### src/rtl/lcd_timing_driver_pkg.sv
// Shared RGB-LCD definitions: default 800x480 timing, coordinate/colour types
// and the RGB565 palette used by the driver and the character-overlay stage.
package lcd_pkg;

    localparam int unsigned H_SYNC_DEF  = 128;
    localparam int unsigned H_BACK_DEF  = 88;
    localparam int unsigned H_DISP_DEF  = 800;
    localparam int unsigned H_FRONT_DEF = 40;
    localparam int unsigned V_SYNC_DEF  = 2;
    localparam int unsigned V_BACK_DEF  = 33;
    localparam int unsigned V_DISP_DEF  = 480;
    localparam int unsigned V_FRONT_DEF = 10;

    localparam int unsigned COORD_W   = 11;
    localparam int unsigned COORD_MAX = 2047;

    typedef logic [COORD_W-1:0] coord_t;
    typedef logic [15:0]        rgb565_t;

    localparam rgb565_t WHITE   = 16'hFFFF;
    localparam rgb565_t BLACK   = 16'h0000;
    localparam rgb565_t BLUE    = 16'h001F;
    localparam rgb565_t RED     = 16'hF800;
    localparam rgb565_t GREEN   = 16'h07E0;
    localparam rgb565_t YELLOW  = 16'hFFE0;
    localparam rgb565_t CYAN    = 16'h07FF;
    localparam rgb565_t MAGENTA = 16'hF81F;

    // Bar index 0 is the leftmost bar.
    function automatic rgb565_t bar_color(input logic [2:0] idx);
        case (idx)
            3'd0:    return WHITE;
            3'd1:    return YELLOW;
            3'd2:    return CYAN;
            3'd3:    return GREEN;
            3'd4:    return MAGENTA;
            3'd5:    return RED;
            3'd6:    return BLUE;
            default: return BLACK;
        endcase
    endfunction

endpackage

### src/rtl/lcd_timing_driver_if.sv
// Display-path bus between the timing driver, the overlay stage and the panel.
interface lcd_timing_driver_if;
    import lcd_pkg::*;

    // No back-pressure: the overlay stage must return pixel_data for a
    // coordinate exactly one pclk after that coordinate is presented, every cycle.
    coord_t  pixel_xpos;
    coord_t  pixel_ypos;
    rgb565_t pixel_data;
    logic    lcd_hs;
    logic    lcd_vs;
    logic    lcd_de;
    rgb565_t lcd_rgb;
    logic    lcd_bl;
    logic    frame_start;

    modport master (
        output pixel_xpos, pixel_ypos, lcd_hs, lcd_vs, lcd_de, lcd_rgb, lcd_bl, frame_start,
        input  pixel_data
    );

    modport slave (
        input  pixel_xpos, pixel_ypos, lcd_hs, lcd_vs, lcd_de, lcd_rgb, lcd_bl, frame_start,
        output pixel_data
    );

endinterface

### src/rtl/lcd_colorbar_gen.sv
// Eight equal vertical colour bars from a column coordinate, one cycle registered
// so it lines up with data returned by the overlay stage.
module lcd_colorbar_gen
    import lcd_pkg::*;
#(
    parameter int unsigned H_DISP = H_DISP_DEF
) (
    input  logic    clk_i,
    input  logic    rst_i,
    input  coord_t  xpos_i,
    output rgb565_t rgb_o
);

    localparam int unsigned BAR_W = H_DISP / 8;

    rgb565_t rgb_q, rgb_d;

    // Columns past 8*BAR_W (the division remainder) stay black.
    always_comb begin
        rgb_d = BLACK;
        for (int unsigned i = 0; i < 8; i++) begin
            if ((32'(xpos_i) >= i * BAR_W) && (32'(xpos_i) < (i + 1) * BAR_W)) begin
                rgb_d = bar_color(3'(i));
            end
        end
    end

    always_ff @(posedge clk_i) begin
        if (rst_i) begin
            rgb_q <= BLACK;
        end else begin
            rgb_q <= rgb_d;
        end
    end

    assign rgb_o = rgb_q;

endmodule

### src/rtl/lcd_timing_driver.sv
// RGB-LCD raster timing, pixel coordinates and aligned RGB565 output.
// Build option: define LCD_TIMING_TEST_PATTERN_EN to compile in the colour-bar source.
module lcd_timing_driver
    import lcd_pkg::*;
#(
    parameter int unsigned H_SYNC  = H_SYNC_DEF,
    parameter int unsigned H_BACK  = H_BACK_DEF,
    parameter int unsigned H_DISP  = H_DISP_DEF,
    parameter int unsigned H_FRONT = H_FRONT_DEF,
    parameter int unsigned V_SYNC  = V_SYNC_DEF,
    parameter int unsigned V_BACK  = V_BACK_DEF,
    parameter int unsigned V_DISP  = V_DISP_DEF,
    parameter int unsigned V_FRONT = V_FRONT_DEF
) (
    input  logic                lcd_pclk,
    input  logic                sys_rst,
    input  logic                pattern_en,
    lcd_timing_driver_if.master lcd
);

    localparam int unsigned H_TOTAL = H_SYNC + H_BACK + H_DISP + H_FRONT;
    localparam int unsigned V_TOTAL = V_SYNC + V_BACK + V_DISP + V_FRONT;

    localparam coord_t H_LAST   = coord_t'(H_TOTAL - 1);
    localparam coord_t V_LAST   = coord_t'(V_TOTAL - 1);
    localparam coord_t H_SYNC_C = coord_t'(H_SYNC);
    localparam coord_t V_SYNC_C = coord_t'(V_SYNC);
    localparam coord_t H_ACT0   = coord_t'(H_SYNC + H_BACK);
    localparam coord_t H_ACT1   = coord_t'(H_SYNC + H_BACK + H_DISP);
    localparam coord_t V_ACT0   = coord_t'(V_SYNC + V_BACK);
    localparam coord_t V_ACT1   = coord_t'(V_SYNC + V_BACK + V_DISP);

    if (H_TOTAL > COORD_MAX || V_TOTAL > COORD_MAX) begin : g_bad_total
        $error("lcd_timing_driver: H_TOTAL/V_TOTAL exceed 11-bit counter range");
    end
    if (H_FRONT < 1) begin : g_bad_front
        $error("lcd_timing_driver: H_FRONT must be at least 1 so DE drops between lines");
    end

    coord_t  h_cnt_q, h_cnt_d, v_cnt_q, v_cnt_d;
    coord_t  xpos_q, xpos_d, ypos_q, ypos_d;
    logic    req;
    logic    hs1_q, hs1_d, vs1_q, vs1_d, de1_q, de1_d, fs_q, fs_d;
    logic    hs2_q, hs2_d, vs2_q, vs2_d, de2_q, de2_d;
    logic    lcd_hs_q, lcd_hs_d, lcd_vs_q, lcd_vs_d, lcd_de_q, lcd_de_d;
    rgb565_t rgb_q, rgb_d;
    logic    bl_q, bl_d;
    rgb565_t src;

`ifdef LCD_TIMING_TEST_PATTERN_EN
    rgb565_t bar_rgb;

    lcd_colorbar_gen #(.H_DISP(H_DISP)) u_colorbar (
        .clk_i  (lcd_pclk),
        .rst_i  (sys_rst),
        .xpos_i (xpos_q),
        .rgb_o  (bar_rgb)
    );

    assign src = pattern_en ? bar_rgb : lcd.pixel_data;
`else
    logic unused_pattern_en;
    assign unused_pattern_en = pattern_en;
    assign src = lcd.pixel_data;
`endif

    always_comb begin
        h_cnt_d = h_cnt_q + 1'b1;
        v_cnt_d = v_cnt_q;
        if (h_cnt_q == H_LAST) begin
            h_cnt_d = '0;
            v_cnt_d = (v_cnt_q == V_LAST) ? '0 : v_cnt_q + 1'b1;
        end

        req = (h_cnt_q >= H_ACT0) && (h_cnt_q < H_ACT1) &&
              (v_cnt_q >= V_ACT0) && (v_cnt_q < V_ACT1);

        xpos_d = req ? h_cnt_q - H_ACT0 : '0;
        ypos_d = req ? v_cnt_q - V_ACT0 : '0;
        hs1_d  = (h_cnt_q >= H_SYNC_C);
        vs1_d  = (v_cnt_q >= V_SYNC_C);
        de1_d  = req;
        fs_d   = (h_cnt_q == '0) && (v_cnt_q == '0);

        // Controls wait one cycle beside the overlay so they meet its returned data.
        hs2_d    = hs1_q;
        vs2_d    = vs1_q;
        de2_d    = de1_q;
        lcd_hs_d = hs2_q;
        lcd_vs_d = vs2_q;
        lcd_de_d = de2_q;
        rgb_d    = de2_q ? src : BLACK;
        bl_d     = bl_q | fs_d;
    end

    always_ff @(posedge lcd_pclk) begin
        if (sys_rst) begin
            h_cnt_q  <= '0;
            v_cnt_q  <= '0;
            xpos_q   <= '0;
            ypos_q   <= '0;
            hs1_q    <= 1'b1;
            vs1_q    <= 1'b1;
            de1_q    <= 1'b0;
            fs_q     <= 1'b0;
            hs2_q    <= 1'b1;
            vs2_q    <= 1'b1;
            de2_q    <= 1'b0;
            lcd_hs_q <= 1'b1;
            lcd_vs_q <= 1'b1;
            lcd_de_q <= 1'b0;
            rgb_q    <= BLACK;
            bl_q     <= 1'b0;
        end else begin
            h_cnt_q  <= h_cnt_d;
            v_cnt_q  <= v_cnt_d;
            xpos_q   <= xpos_d;
            ypos_q   <= ypos_d;
            hs1_q    <= hs1_d;
            vs1_q    <= vs1_d;
            de1_q    <= de1_d;
            fs_q     <= fs_d;
            hs2_q    <= hs2_d;
            vs2_q    <= vs2_d;
            de2_q    <= de2_d;
            lcd_hs_q <= lcd_hs_d;
            lcd_vs_q <= lcd_vs_d;
            lcd_de_q <= lcd_de_d;
            rgb_q    <= rgb_d;
            bl_q     <= bl_d;
        end
    end

    assign lcd.pixel_xpos  = xpos_q;
    assign lcd.pixel_ypos  = ypos_q;
    assign lcd.lcd_hs      = lcd_hs_q;
    assign lcd.lcd_vs      = lcd_vs_q;
    assign lcd.lcd_de      = lcd_de_q;
    assign lcd.lcd_rgb     = rgb_q;
    assign lcd.lcd_bl      = bl_q;
    assign lcd.frame_start = fs_q;

endmodule

### src/flat_wrapper.sv
// flat-port wrapper written by rule: the top's interface ports become plain ports
module lcd_timing_driver_flat import lcd_pkg::*;
#(
    parameter int unsigned H_SYNC  = H_SYNC_DEF,
    parameter int unsigned H_BACK  = H_BACK_DEF,
    parameter int unsigned H_DISP  = H_DISP_DEF,
    parameter int unsigned H_FRONT = H_FRONT_DEF,
    parameter int unsigned V_SYNC  = V_SYNC_DEF,
    parameter int unsigned V_BACK  = V_BACK_DEF,
    parameter int unsigned V_DISP  = V_DISP_DEF,
    parameter int unsigned V_FRONT = V_FRONT_DEF
)
  (lcd_pclk, sys_rst, pattern_en, lcd_pixel_xpos, lcd_pixel_ypos, lcd_lcd_hs, lcd_lcd_vs, lcd_lcd_de, lcd_lcd_rgb, lcd_lcd_bl, lcd_frame_start, lcd_pixel_data);
  lcd_timing_driver_if lcd_i ();
  input  logic lcd_pclk;
  input  logic sys_rst;
  input  logic pattern_en;
  output wire logic [$bits(lcd_i.pixel_xpos)-1:0] lcd_pixel_xpos;
  output wire logic [$bits(lcd_i.pixel_ypos)-1:0] lcd_pixel_ypos;
  output wire logic [$bits(lcd_i.lcd_hs)-1:0] lcd_lcd_hs;
  output wire logic [$bits(lcd_i.lcd_vs)-1:0] lcd_lcd_vs;
  output wire logic [$bits(lcd_i.lcd_de)-1:0] lcd_lcd_de;
  output wire logic [$bits(lcd_i.lcd_rgb)-1:0] lcd_lcd_rgb;
  output wire logic [$bits(lcd_i.lcd_bl)-1:0] lcd_lcd_bl;
  output wire logic [$bits(lcd_i.frame_start)-1:0] lcd_frame_start;
  input wire logic [$bits(lcd_i.pixel_data)-1:0] lcd_pixel_data;
  assign lcd_pixel_xpos = lcd_i.pixel_xpos;
  assign lcd_pixel_ypos = lcd_i.pixel_ypos;
  assign lcd_lcd_hs = lcd_i.lcd_hs;
  assign lcd_lcd_vs = lcd_i.lcd_vs;
  assign lcd_lcd_de = lcd_i.lcd_de;
  assign lcd_lcd_rgb = lcd_i.lcd_rgb;
  assign lcd_lcd_bl = lcd_i.lcd_bl;
  assign lcd_frame_start = lcd_i.frame_start;
  assign lcd_i.pixel_data = lcd_pixel_data;
  lcd_timing_driver #(.H_SYNC(H_SYNC), .H_BACK(H_BACK), .H_DISP(H_DISP), .H_FRONT(H_FRONT), .V_SYNC(V_SYNC), .V_BACK(V_BACK), .V_DISP(V_DISP), .V_FRONT(V_FRONT)) u_core (.lcd_pclk(lcd_pclk), .sys_rst(sys_rst), .pattern_en(pattern_en), .lcd(lcd_i));
endmodule
### config.mk
export PLATFORM = sky130hd
export DESIGN_NAME = lcd_timing_driver_flat
export DESIGN_NICKNAME = d
export VERILOG_FILES = /design/src/rtl/lcd_timing_driver_pkg.sv /design/src/rtl/lcd_timing_driver_if.sv /design/src/rtl/lcd_colorbar_gen.sv /design/src/rtl/lcd_timing_driver.sv /design/src/flat_wrapper.sv
export SDC_FILE = /design/constraint.sdc
export NUM_CORES = 1
export LEC_CHECK = 0
export BUFFER_PORTS_ARGS = -buffer_cell sky130_fd_sc_hd__buf_2
export CORE_MARGIN = 8
export CORE_UTILIZATION = 41
export CTS_BUF_LIST = sky130_fd_sc_hd__clkbuf_2
export CTS_CLUSTER_DIAMETER = 80
export DETAILED_ROUTE_END_ITERATION = 12
export PLACE_DENSITY = 0.64
export SLEW_MARGIN = 10
export SYNTH_ARGS = -nofsm -noshare
export SYNTH_HDL_FRONTEND = slang
export SYNTH_SLANG_ARGS = --single-unit
### constraint.sdc
create_clock -name lcd_pclk -period 5.7 [get_ports lcd_pclk]
set_clock_uncertainty 0.1 [all_clocks]
set_input_delay 0.57 -clock lcd_pclk [delete_from_list [all_inputs] [get_ports lcd_pclk]]
set_output_delay 0.57 -clock lcd_pclk [all_outputs]
set_load 0.005 [all_outputs]
==> results.sh, run 1 <==
export IMPL_antennaDiodeCount=0
export IMPL_post_cts_resized=0
export IMPL_r2r_end="u_core.lcd.pixel_ypos[8]$_SDFF_PP0_"
export IMPL_drt_wl_total_mm=5.60
export IMPL_grt_util_all_layers=0.123
export IMPL_wl_met3_microns=548
export IMPL_vias=2124
export IMPL_crit_type="register to register"
export IMPL_rsz0062_at_grt="no"
export IMPL_fin_crit_ns=2.47
export IMPL_cts_root_buf="clkbuf_2"
export IMPL_synth_area_mux_share=0.00703
export IMPL_wl_met2_mm=2.28
export IMPL_power_leakage_nw=1.43
export IMPL_crit_path_start_kind="register"
export IMPL_hp_class="primary input to register"
export IMPL_synth_top_area_frac=0.499
export IMPL_die_area_sq_um=9870
export IMPL_post_synth_num_cell_types=47
export IMPL_yosys_area_share_xor_xnor=0.0615
export IMPL_path_clk_slew_ns=0.22
export IMPL_yosys_top_cells_area="dfxtp_1 (50%), nor2_1 (5.0%), and2_1 (4.0%)"
export IMPL_antenna_found_initial=0
export IMPL_post_route_worst_setup_slack_ns=3.23
export IMPL_io_pins=62
export IMPL_place_ws_ns=3.25
export IMPL_setup_tns_ns=0
export IMPL_synth_simple_area_share=0.250
export IMPL_netlist_area_sq_um=2850
export IMPL_syn2layout_area_growth_pct=13.4
export IMPL_crit_end="u_core.lcd.pixel_ypos[8]$_SDFF_PP0_"
export IMPL_drt_wirelength_per_cell_microns=13.0
export IMPL_core_sq_um=6760
export IMPL_r2r_slack_ns=3.23
export IMPL_path_max_fanout=22
export IMPL_post_dp_hpwl_mm=3.95
export IMPL_synth_cells=293
export IMPL_htree_levels=3
export IMPL_yosysSeqAreaShare=0.499
export IMPL_grt_pass1_wl_mm=9.71
export IMPL_globalplace_congestion=0.833
export IMPL_cts_setup_buffers=0
export IMPL_drt_met1_wl_mm=2.67
export IMPL_cp_required_ns=5.97
export IMPL_dr_pass1_iters=4
export IMPL_r2r_cells=5
export IMPL_clk_latency_ns=0.52
export IMPL_status="completed"
export IMPL_hold_slack_ns=0.124
export IMPL_internal_power_mw=0.665
export IMPL_fp_dieW_microns=99.4
export IMPL_total_power_mw=0.869
export IMPL_antenna_left=0
export IMPL_grt_max_degree=23
export IMPL_port_buffers=60
export IMPL_first_global_vias=2068
export IMPL_drive_above_1_share=0.254
export IMPL_cts_sinks=71
export IMPL_slew_violations=0
export IMPL_placed_area_sq_um=3080
export IMPL_swShare=0.235
export IMPL_hold_viol=0
export IMPL_tightest_slew_ns=0.758
export IMPL_final_area_sq_um=3230
export IMPL_cts_made_buffers=9
export IMPL_synthFlopType="dfxtp_1"
export IMPL_slew_headroom=0.495
export IMPL_r2r_start="u_core.v_cnt_q[0]$_SDFFE_PP0P_"
export IMPL_top_layer_used="met4"
export IMPL_crit_start="u_core.v_cnt_q[0]$_SDFFE_PP0P_"
export IMPL_synth_warnings=0
export IMPL_cap_violations=0
export IMPL_synth_adder_area_share=0.0307
export IMPL_fin_nets=371
export IMPL_postCtsHoldBufs=0
export IMPL_cp_data_arrival_time_ns=2.74
export IMPL_finalSetupViolations=0
export IMPL_syn_mean_instance_area_sq_um=9.72
export IMPL_synth_top_family_by_area="simple AND/OR/NAND/NOR gates"
export IMPL_fmax_mhz=405
export IMPL_seq_power_share=0.583
export IMPL_clock_path_buffers=2
export IMPL_ys_seq_elements=71
export IMPL_p_per_area_nw_per_um2=269
export IMPL_synth_edf_count=0
export IMPL_first_iter_violations=139
export IMPL_yosysTopAreaCell="dfxtp_1"
export IMPL_combPwrFrac=0.024
export IMPL_initial_utilization=0.422
export IMPL_cts_tree="done"
export IMPL_clkPwrFrac=0.393
export IMPL_fp_row_count=30
export IMPL_drc=0
export IMPL_period_share=0.433
export IMPL_synthArstFlopShare=0
export IMPL_die_height_microns=99.4
export IMPL_crit_path_end_kind="register"
export IMPL_p_sw_mw=0.205
export IMPL_gr_total_overflow=0
export IMPL_synth_compound_area_frac=0.0755
export IMPL_via_per_inst=4.94
export IMPL_syn_nets=319
export IMPL_ir_drop_uv=119
-- registers in the layout, summed over array words and instances, names as in the netlist --
| name | flops |
|---|---|
| u_core.lcd.lcd_de | 1 |
| u_core.vs1_q | 1 |
| u_core.lcd.frame_start | 1 |
| u_core.lcd_vs_d | 1 |
| u_core.lcd.pixel_xpos | 11 |
| u_core.hs1_q | 1 |
| u_core.lcd.lcd_bl | 1 |
| u_core.h_cnt_q | 11 |
| u_core.lcd.pixel_ypos | 11 |
| u_core.lcd.lcd_hs | 1 |
| u_core.lcd.lcd_rgb | 16 |
| u_core.hs2_q | 1 |
| u_core.de2_q | 1 |
| u_core.v_cnt_q | 11 |
| u_core.de1_q | 1 |
| u_core.lcd.lcd_vs | 1 |
-- per-stage QoR --
stage | instances | util
after floorplan | 293 | -
after global placement | 414 | 0.456
after detailed placement | 414 | 0.456
after CTS | 430 | 0.478
after global routing | 430 | 0.478
final | 430 | 0.478
-- per-layer routing --
metal	up-vias	GRT usage
li1	1090	-
met1	953	0.150
met2	70	0.177
met3	11	0.0510
met4	0	0.0698
met5	-	0
-- layout by cell type (no fill, tap or decap), types with 8 or more instances in the layout --
cell / Yosys / final
buf_2: 5 / 60
nand3_1: 11 / 11
and2_1: 18 / 18
nor2_1: 38 / 38
a21oi_1: 12 / 12
nand2_1: 13 / 13
xor2_1: 9 / 9
clkbuf_2: 0 / 9
inv_1: 13 / 13
dfxtp_1: 71 / 71
o21ai_0: 8 / 8
xnor2_1: 11 / 11
nand4_1: 10 / 10
nor3_1: 8 / 8
-- worst max-delay path, stage by stage, from the launching register on --
cell and delay, ns:
dfxtp_1 0.41, ha_1 0.32, or4_4 0.47, o21ai_0 0.23
a2111o_1 0.69, a31oi_1 0.10
-- power groups by stage --
stage               registers (mW)  logic (mW)  clock network [mW]
floorplan                    0.516      0.0127                   0
global placement             0.516      0.0211                   0
detailed placement           0.517      0.0213                   0
CTS                          0.507      0.0215               0.355
global route                 0.508      0.0245               0.372
finish                       0.507      0.0210               0.341
-- cells by family after synthesis --
| kind of cell | Yosys count |
|---|---|
| DFF | 71 |
| AOI/OAI and AO/OA | 34 |
| muxes | 2 |
| adders and majority gates | 7 |
| buffers and inverters | 32 |
| xor gates and xnor gates | 20 |
| and+or+nand+nor | 127 |
-- synthesized netlist by cell type, types with 2 or more instances --
cell	n
a31oi_1	2
xor2_1	9
nand4_1	10
buf_4	2
clkbuf_8	5
nor3_1	8
and3_1	4
nor2_1	38
nand3_1	11
o31ai_1	3
xnor2_1	11
or2_2	5
clkbuf_1	2
and2_1	18
a21oi_1	12
nand2_1	13
ha_1	7
buf_6	3
o21ai_0	8
nor2b_1	3
a2111o_1	2
inv_1	13
dfxtp_1	71
or4_1	4
a21oi_2	2
buf_2	5
mux2i_1	2
-- worst min-delay path by stage --
| stage | slack, ns | endpoint | cells past startpoint | startpoint |
|---|---|---|---|---|
| global route | 0.05 | u_core.lcd.lcd_rgb[10]$_SDFF_PP0_ | 2 | lcd_pixel_data[10] |
| CTS | 0.07 | u_core.lcd.lcd_rgb[14]$_SDFF_PP0_ | 2 | lcd_pixel_data[14] |
| global placement | 0.29 | u_core.hs2_q$_SDFF_PP1_ | 1 | u_core.hs1_q$_SDFF_PP1_ |
| finish | 0.12 | u_core.lcd.lcd_rgb[14]$_SDFF_PP0_ | 2 | lcd_pixel_data[14] |
| detailed placement | 0.29 | u_core.hs2_q$_SDFF_PP1_ | 1 | u_core.hs1_q$_SDFF_PP1_ |
| floorplan | 0.29 | u_core.hs2_q$_SDFF_PP1_ | 1 | u_core.hs1_q$_SDFF_PP1_ |
-- final cells by class --
cell class	count	area, sq um
inverters	13	48.8
multi-input cells	190	1210
flip-flops and latches	71	1420
repair buffers	60	300
well taps	80	100
fillers	688	3530
clock inverters	7	104
clock buffers	9	45.0
Power figures use the tool's default switching activity.
==> inputs of run 2 (changes only) <==
- clock period: 5.7 -> 2.6 ns (I/O delays scaled with it)
==> run 2 against run 1 <==
Sequential share of layout area is 1.8 points lower; maximum frequency is 9.3% higher; cell count is 4.9% higher; via count is 5.1% higher; global-route usage is 0.73 points higher; largest cell class unchanged; highest routed layer unchanged.
==> results.sh, run 2 (synthesis results as in run 1) <==
export IMPL_cap_violations=0
export IMPL_hold_path_depth=2
export IMPL_final_cell_mix="dfxtp_1 (71), buf_2 (60), nor2_1 (38), and2_1 (18), dlygate4sd3_1 (16)"
export IMPL_path_max_fanout=8
export IMPL_power_leakage_nw=1.49
export IMPL_drc=0
export IMPL_initial_utilization=0.422
export IMPL_post_route_worst_setup_slack_ns=0.340
export IMPL_r2r_start="u_core.v_cnt_q[0]$_SDFFE_PP0P_"
export IMPL_clk_latency_ns=0.51
export IMPL_period_share=0.869
export IMPL_setup_tns_ns=0
export IMPL_first_global_vias=2162
export IMPL_r2r_slack_ns=0.34
export IMPL_grtUsageMet1=0.158
export IMPL_fmax_mhz=443
export IMPL_cts_made_buffers=9
export IMPL_final_common_cell="dfxtp_1"
export IMPL_holdCritStartpoint="sys_rst"
export IMPL_cp_required_ns=2.89
export IMPL_die_area_sq_um=9870
export IMPL_crit_path_start_kind="register"
export IMPL_met2_usage=0.198
export IMPL_r2r_end="u_core.lcd.pixel_ypos[0]$_SDFF_PP0_"
export IMPL_syn2layout_area_growth_pct=18.1
export IMPL_clock_path_buffers=2
export IMPL_cts_root_buf="clkbuf_2"
export IMPL_place_ws_ns=0.390
export IMPL_drt_wirelength_per_cell_microns=13.7
export IMPL_p_per_area_nw_per_um2=500
export IMPL_antenna_left=0
export IMPL_finalSetupViolations=0
export IMPL_hold_viol=0
export IMPL_met3_usage=0.0580
export IMPL_cts_setup_buffers=0
export IMPL_crit_start="u_core.v_cnt_q[0]$_SDFFE_PP0P_"
export IMPL_crit_path_end_kind="register"
export IMPL_gr_total_overflow=0
export IMPL_core_sq_um=6760
export IMPL_htree_levels=3
export IMPL_fp_dieW_microns=99.4
export IMPL_antennaDiodeCount=0
export IMPL_tightest_slew_ns=0.771
export IMPL_post_dp_hpwl_mm=4.19
export IMPL_first_iter_violations=147
export IMPL_fin_nets=392
export IMPL_slew_violations=0
export IMPL_cts_sinks=71
export IMPL_status="completed"
export IMPL_fin_crit_ns=2.26
export IMPL_port_buffers=60
export IMPL_cp_data_arrival_time_ns=2.55
export IMPL_cts_tree="done"
export IMPL_r2r_cells=6
export IMPL_n_fill_cell=663
export IMPL_rsz0062_at_grt="no"
export IMPL_grt_pass1_wl_mm=10.3
export IMPL_post_cts_resized=0
export IMPL_largest_reg_flops=16
export IMPL_ir_drop_uv=249
export IMPL_crit_type="register to register"
export IMPL_io_pins=62
export IMPL_dr_pass1_iters=4
export IMPL_slew_headroom=0.485
export IMPL_worstHoldEndpoint="u_core.h_cnt_q[6]$_SDFF_PP0_"
export IMPL_hp_class="primary input to register"
export IMPL_grt_max_degree=21
export IMPL_grt_busiest_layer="met2"
export IMPL_globalplace_congestion=0.790
export IMPL_die_height_microns=99.4
export IMPL_drt_wl_total_mm=6.20
export IMPL_antenna_found_initial=0
export IMPL_via_per_inst=4.95
export IMPL_fp_row_count=30
export IMPL_path_clk_slew_ns=0.20
export IMPL_grt_util_all_layers=0.130
export IMPL_drive_above_1_share=0.251
export IMPL_vias=2232
[run 2: cell types whose count changed in the layout (fill, tap and decap cells not counted), sizes merged]
cell         change
dlygate4sd3     +16
buf              +5
clkinv           +4
inv              -3
bufinv           -2
clkbuf           +1
[run 2: how the worst max path moves through the flow]
stage	endpoint	slack, ns	cells past startpoint
detailed placement	u_core.lcd.pixel_ypos[3]$_SDFF_PP0_	0.39	6
floorplan	u_core.lcd.pixel_xpos[10]$_SDFF_PP0_	0.68	6
CTS	u_core.lcd.pixel_ypos[0]$_SDFF_PP0_	0.34	6
global route	u_core.lcd.pixel_ypos[0]$_SDFF_PP0_	0.15	6
global placement	u_core.lcd.pixel_xpos[3]$_SDFF_PP0_	0.43	6
finish	u_core.lcd.pixel_ypos[0]$_SDFF_PP0_	0.34	6
[run 2: worst max-delay path, cell delays in order, from the launching register on]
cell      delay (ns)
dfxtp_1         0.41
ha_1            0.33
or4_4           0.47
o21ai_0         0.23
a2111o_1        0.34
buf_4           0.22
nor2_1          0.05
[run 2: per-stage QoR]
stage,cell area [sq um],power (mW),utilization,instances,hold WS (ns)
floorplan,2850,1.16,-,293,0.282
detailed placement,3120,1.18,0.461,419,0.293
finish,3370,1.68,0.498,451,0.0571
global route,3370,1.76,0.498,451,0.0369
CTS,3370,1.71,0.498,451,0.0161
global placement,3120,1.18,0.461,419,0.291
[run 2: what timing repair did]
item                                    CTS  global route
hold buffers                             16             0
endpoints found under the setup margin    0             0
endpoints found under the hold margin    16             0
[run 2: power by group]
| group | internal [mW] | switching, mW | leakage [nW] |
|---|---|---|---|
| clock | 0.124 | 0.384 | 0.0553 |
| sequential | 1.10 | 0.00746 | 0.575 |
| combinational | 0.0389 | 0.0276 | 0.860 |
| total | 1.27 | 0.419 | 1.49 |
[run 2: layout make-up]
class | count | area, sq um | area share
Sequential cell | 71 | 1420 | 0.422
Multi-Input combinational cell | 190 | 1210 | 0.359
Timing Repair Buffer | 81 | 498 | 0.148
Tap cell | 80 | 100 | 0.0297
Clock buffer | 10 | 50.0 | 0.0149
Inverter | 13 | 48.8 | 0.0145
Clock inverter | 6 | 37.5 | 0.0112
[run 2: layer usage]
metal  wire, microns  share of wire
met3             472          0.076
met1            2960           0.48
met5               0              0
met2            2700           0.44
met4              64          0.010
==> inputs of run 3 (changes only) <==
- CELL_PAD_IN_SITES_DETAIL_PLACEMENT: unset -> 1
- CELL_PAD_IN_SITES_GLOBAL_PLACEMENT: unset -> 2
- CORE_MARGIN: 8 -> 3
- CORE_UTILIZATION: 41 -> 34
- PLACE_DENSITY: 0.64 -> 0.82
==> run 3 against run 2 <==
Worst setup slack better by 0.052 ns; core utilization shrank 6.6 points; wire length up 9.2%; combinational power grew 6.8%; flip-flop and latch count is the same; maximum frequency rose by 2.4%; clock power rose by 17%; largest power group unchanged; highest routed layer unchanged.
==> results.sh, run 3 (synthesis results as in run 1) <==
export IMPL_status="completed"
export IMPL_gr_total_overflow=0
export IMPL_cap_violations=0
export IMPL_clock_path_buffers=2
export IMPL_die_height_microns=97.5
export IMPL_drt_wl_total_mm=6.76
export IMPL_first_iter_violations=88
export IMPL_fin_crit_ns=2.21
export IMPL_path_clk_slew_ns=0.24
export IMPL_post_dp_hpwl_mm=4.69
export IMPL_cp_cell_sequence="ha_1 > and4_1 > nand4_1 > or4_1 > a21oi_1"
export IMPL_fp_dieW_microns=97.5
export IMPL_final_cell_mix="dfxtp_1 (71), buf_2 (60), nor2_1 (38), and2_1 (18), dlygate4sd3_1 (17)"
export IMPL_htree_levels=3
export IMPL_finalSetupViolations=0
export IMPL_core_sq_um=7930
export IMPL_rsz0062_at_grt="no"
export IMPL_syn2layout_area_growth_pct=20.1
export IMPL_fin_cells=474
export IMPL_clk_latency_ns=0.53
export IMPL_dp_cells=441
export IMPL_largest_reg_flops=16
export IMPL_first_global_vias=2289
export IMPL_globalplace_congestion=0.797
export IMPL_place_ws_ns=0.482
export IMPL_antennaDiodeCount=0
export IMPL_drt_wirelength_per_cell_microns=14.3
export IMPL_post_cts_resized=0
export IMPL_grt_util_all_layers=0.149
export IMPL_fp_row_count=32
export IMPL_final_common_cell="dfxtp_1"
export IMPL_port_buffers=60
export IMPL_power_leakage_nw=1.50
export IMPL_vias=2262
export IMPL_slew_violations=0
export IMPL_cts_sinks=71
export IMPL_path_max_fanout=6
export IMPL_cp_required_ns=2.96
export IMPL_grt_pass1_wl_mm=11.5
export IMPL_antenna_found_initial=0
export IMPL_dr_pass1_iters=4
export IMPL_post_route_worst_setup_slack_ns=0.392
export IMPL_period_share=0.849
export IMPL_crit_type="register to register"
export IMPL_die_area_sq_um=9510
export IMPL_critPathSlowestCell="or4_1"
export IMPL_cp_data_arrival_time_ns=2.57
export IMPL_hold_viol=0
export IMPL_crit_path_start_kind="register"
export IMPL_cts_setup_buffers=0
export IMPL_slew_headroom=0.488
export IMPL_cts_root_buf="clkbuf_2"
export IMPL_hp_class="register to register"
export IMPL_drive_above_1_share=0.253
export IMPL_antenna_left=0
export IMPL_io_pins=62
export IMPL_p_per_area_nw_per_um2=520
export IMPL_setup_tns_ns=0
export IMPL_ir_drop_uv=210
export IMPL_via_per_inst=4.77
export IMPL_critPathMaxStageDelay_ns=0.57
export IMPL_grt_max_degree=18
export IMPL_crit_path_end_kind="register"
export IMPL_fmax_mhz=453
export IMPL_drc=0
export IMPL_cts_made_buffers=9
export IMPL_cts_tree="done"
export IMPL_fin_nets=393
export IMPL_tightest_slew_ns=0.766
export IMPL_postCtsHoldBufs=17
export IMPL_initial_utilization=0.359
run 3: cell count changes in the layout (fill, tap and decap cells not counted), sizes merged:
cell         previous run  this run
dlygate4sd3            16        17
clkbuf                 10         9
clkinv                  4         0
inv                    13        18
run 3: where the power goes:
| part | total, mW | internal [mW] | switching, mW | leakage (nW) |
|---|---|---|---|---|
| clock network | 0.596 | 0.146 | 0.450 | 0.0619 |
| registers | 1.11 | 1.10 | 0.00817 | 0.575 |
| logic | 0.0711 | 0.0418 | 0.0292 | 0.865 |
| total | 1.78 | 1.29 | 0.487 | 1.50 |
run 3: worst max-delay path: cells and delay by family (launching register included):
| family | cells | cell delay, ns |
|---|---|---|
| AO/OA/AOI/OAI | 1 | 0.15 |
| adder cells (fa/ha/maj) | 1 | 0.26 |
| flip-flops | 1 | 0.45 |
| AND/OR/NAND/NOR | 3 | 1.18 |
run 3: final cells by class:
type	count	area, sq um
Fill cell	961	4510
Sequential cell	71	1420
Multi-Input combinational cell	190	1210
Timing Repair Buffer	82	508
Tap cell	102	128
Clock inverter	7	61.3
Inverter	13	48.8
Clock buffer	9	45.0
run 3: per-layer routing:
metal	track usage	wire, microns	part of all wire
met2	0.229	3070	0.45
met5	0	0	0
met3	0.0388	384	0.057
met4	0.0671	129	0.019
met1	0.197	3170	0.47
run 3: stage by stage:
step | cell area (sq um) | util | power [mW] | hold WS, ns
floorplan | 2850 | - | 1.16 | 0.282
global route | 3420 | 0.432 | 1.88 | 0.300
global placement | 3150 | 0.397 | 1.18 | 0.291
CTS | 3420 | 0.432 | 1.81 | 0.283
finish | 3420 | 0.432 | 1.78 | 0.311
detailed placement | 3150 | 0.397 | 1.18 | 0.298
run 3: final timing paths:
check                                from                              to  slack, ns  cells after the start
max          u_core.h_cnt_q[0]$_SDFF_PP0_  u_core.v_cnt_q[9]$_SDFFE_PP0P_       0.39                      5
min               u_core.hs1_q$_SDFF_PP1_         u_core.hs2_q$_SDFF_PP1_       0.31                      1
max reg2reg  u_core.h_cnt_q[0]$_SDFF_PP0_  u_core.v_cnt_q[9]$_SDFFE_PP0P_       0.39                      5
min reg2reg       u_core.hs1_q$_SDFF_PP1_         u_core.hs2_q$_SDFF_PP1_       0.31                      1
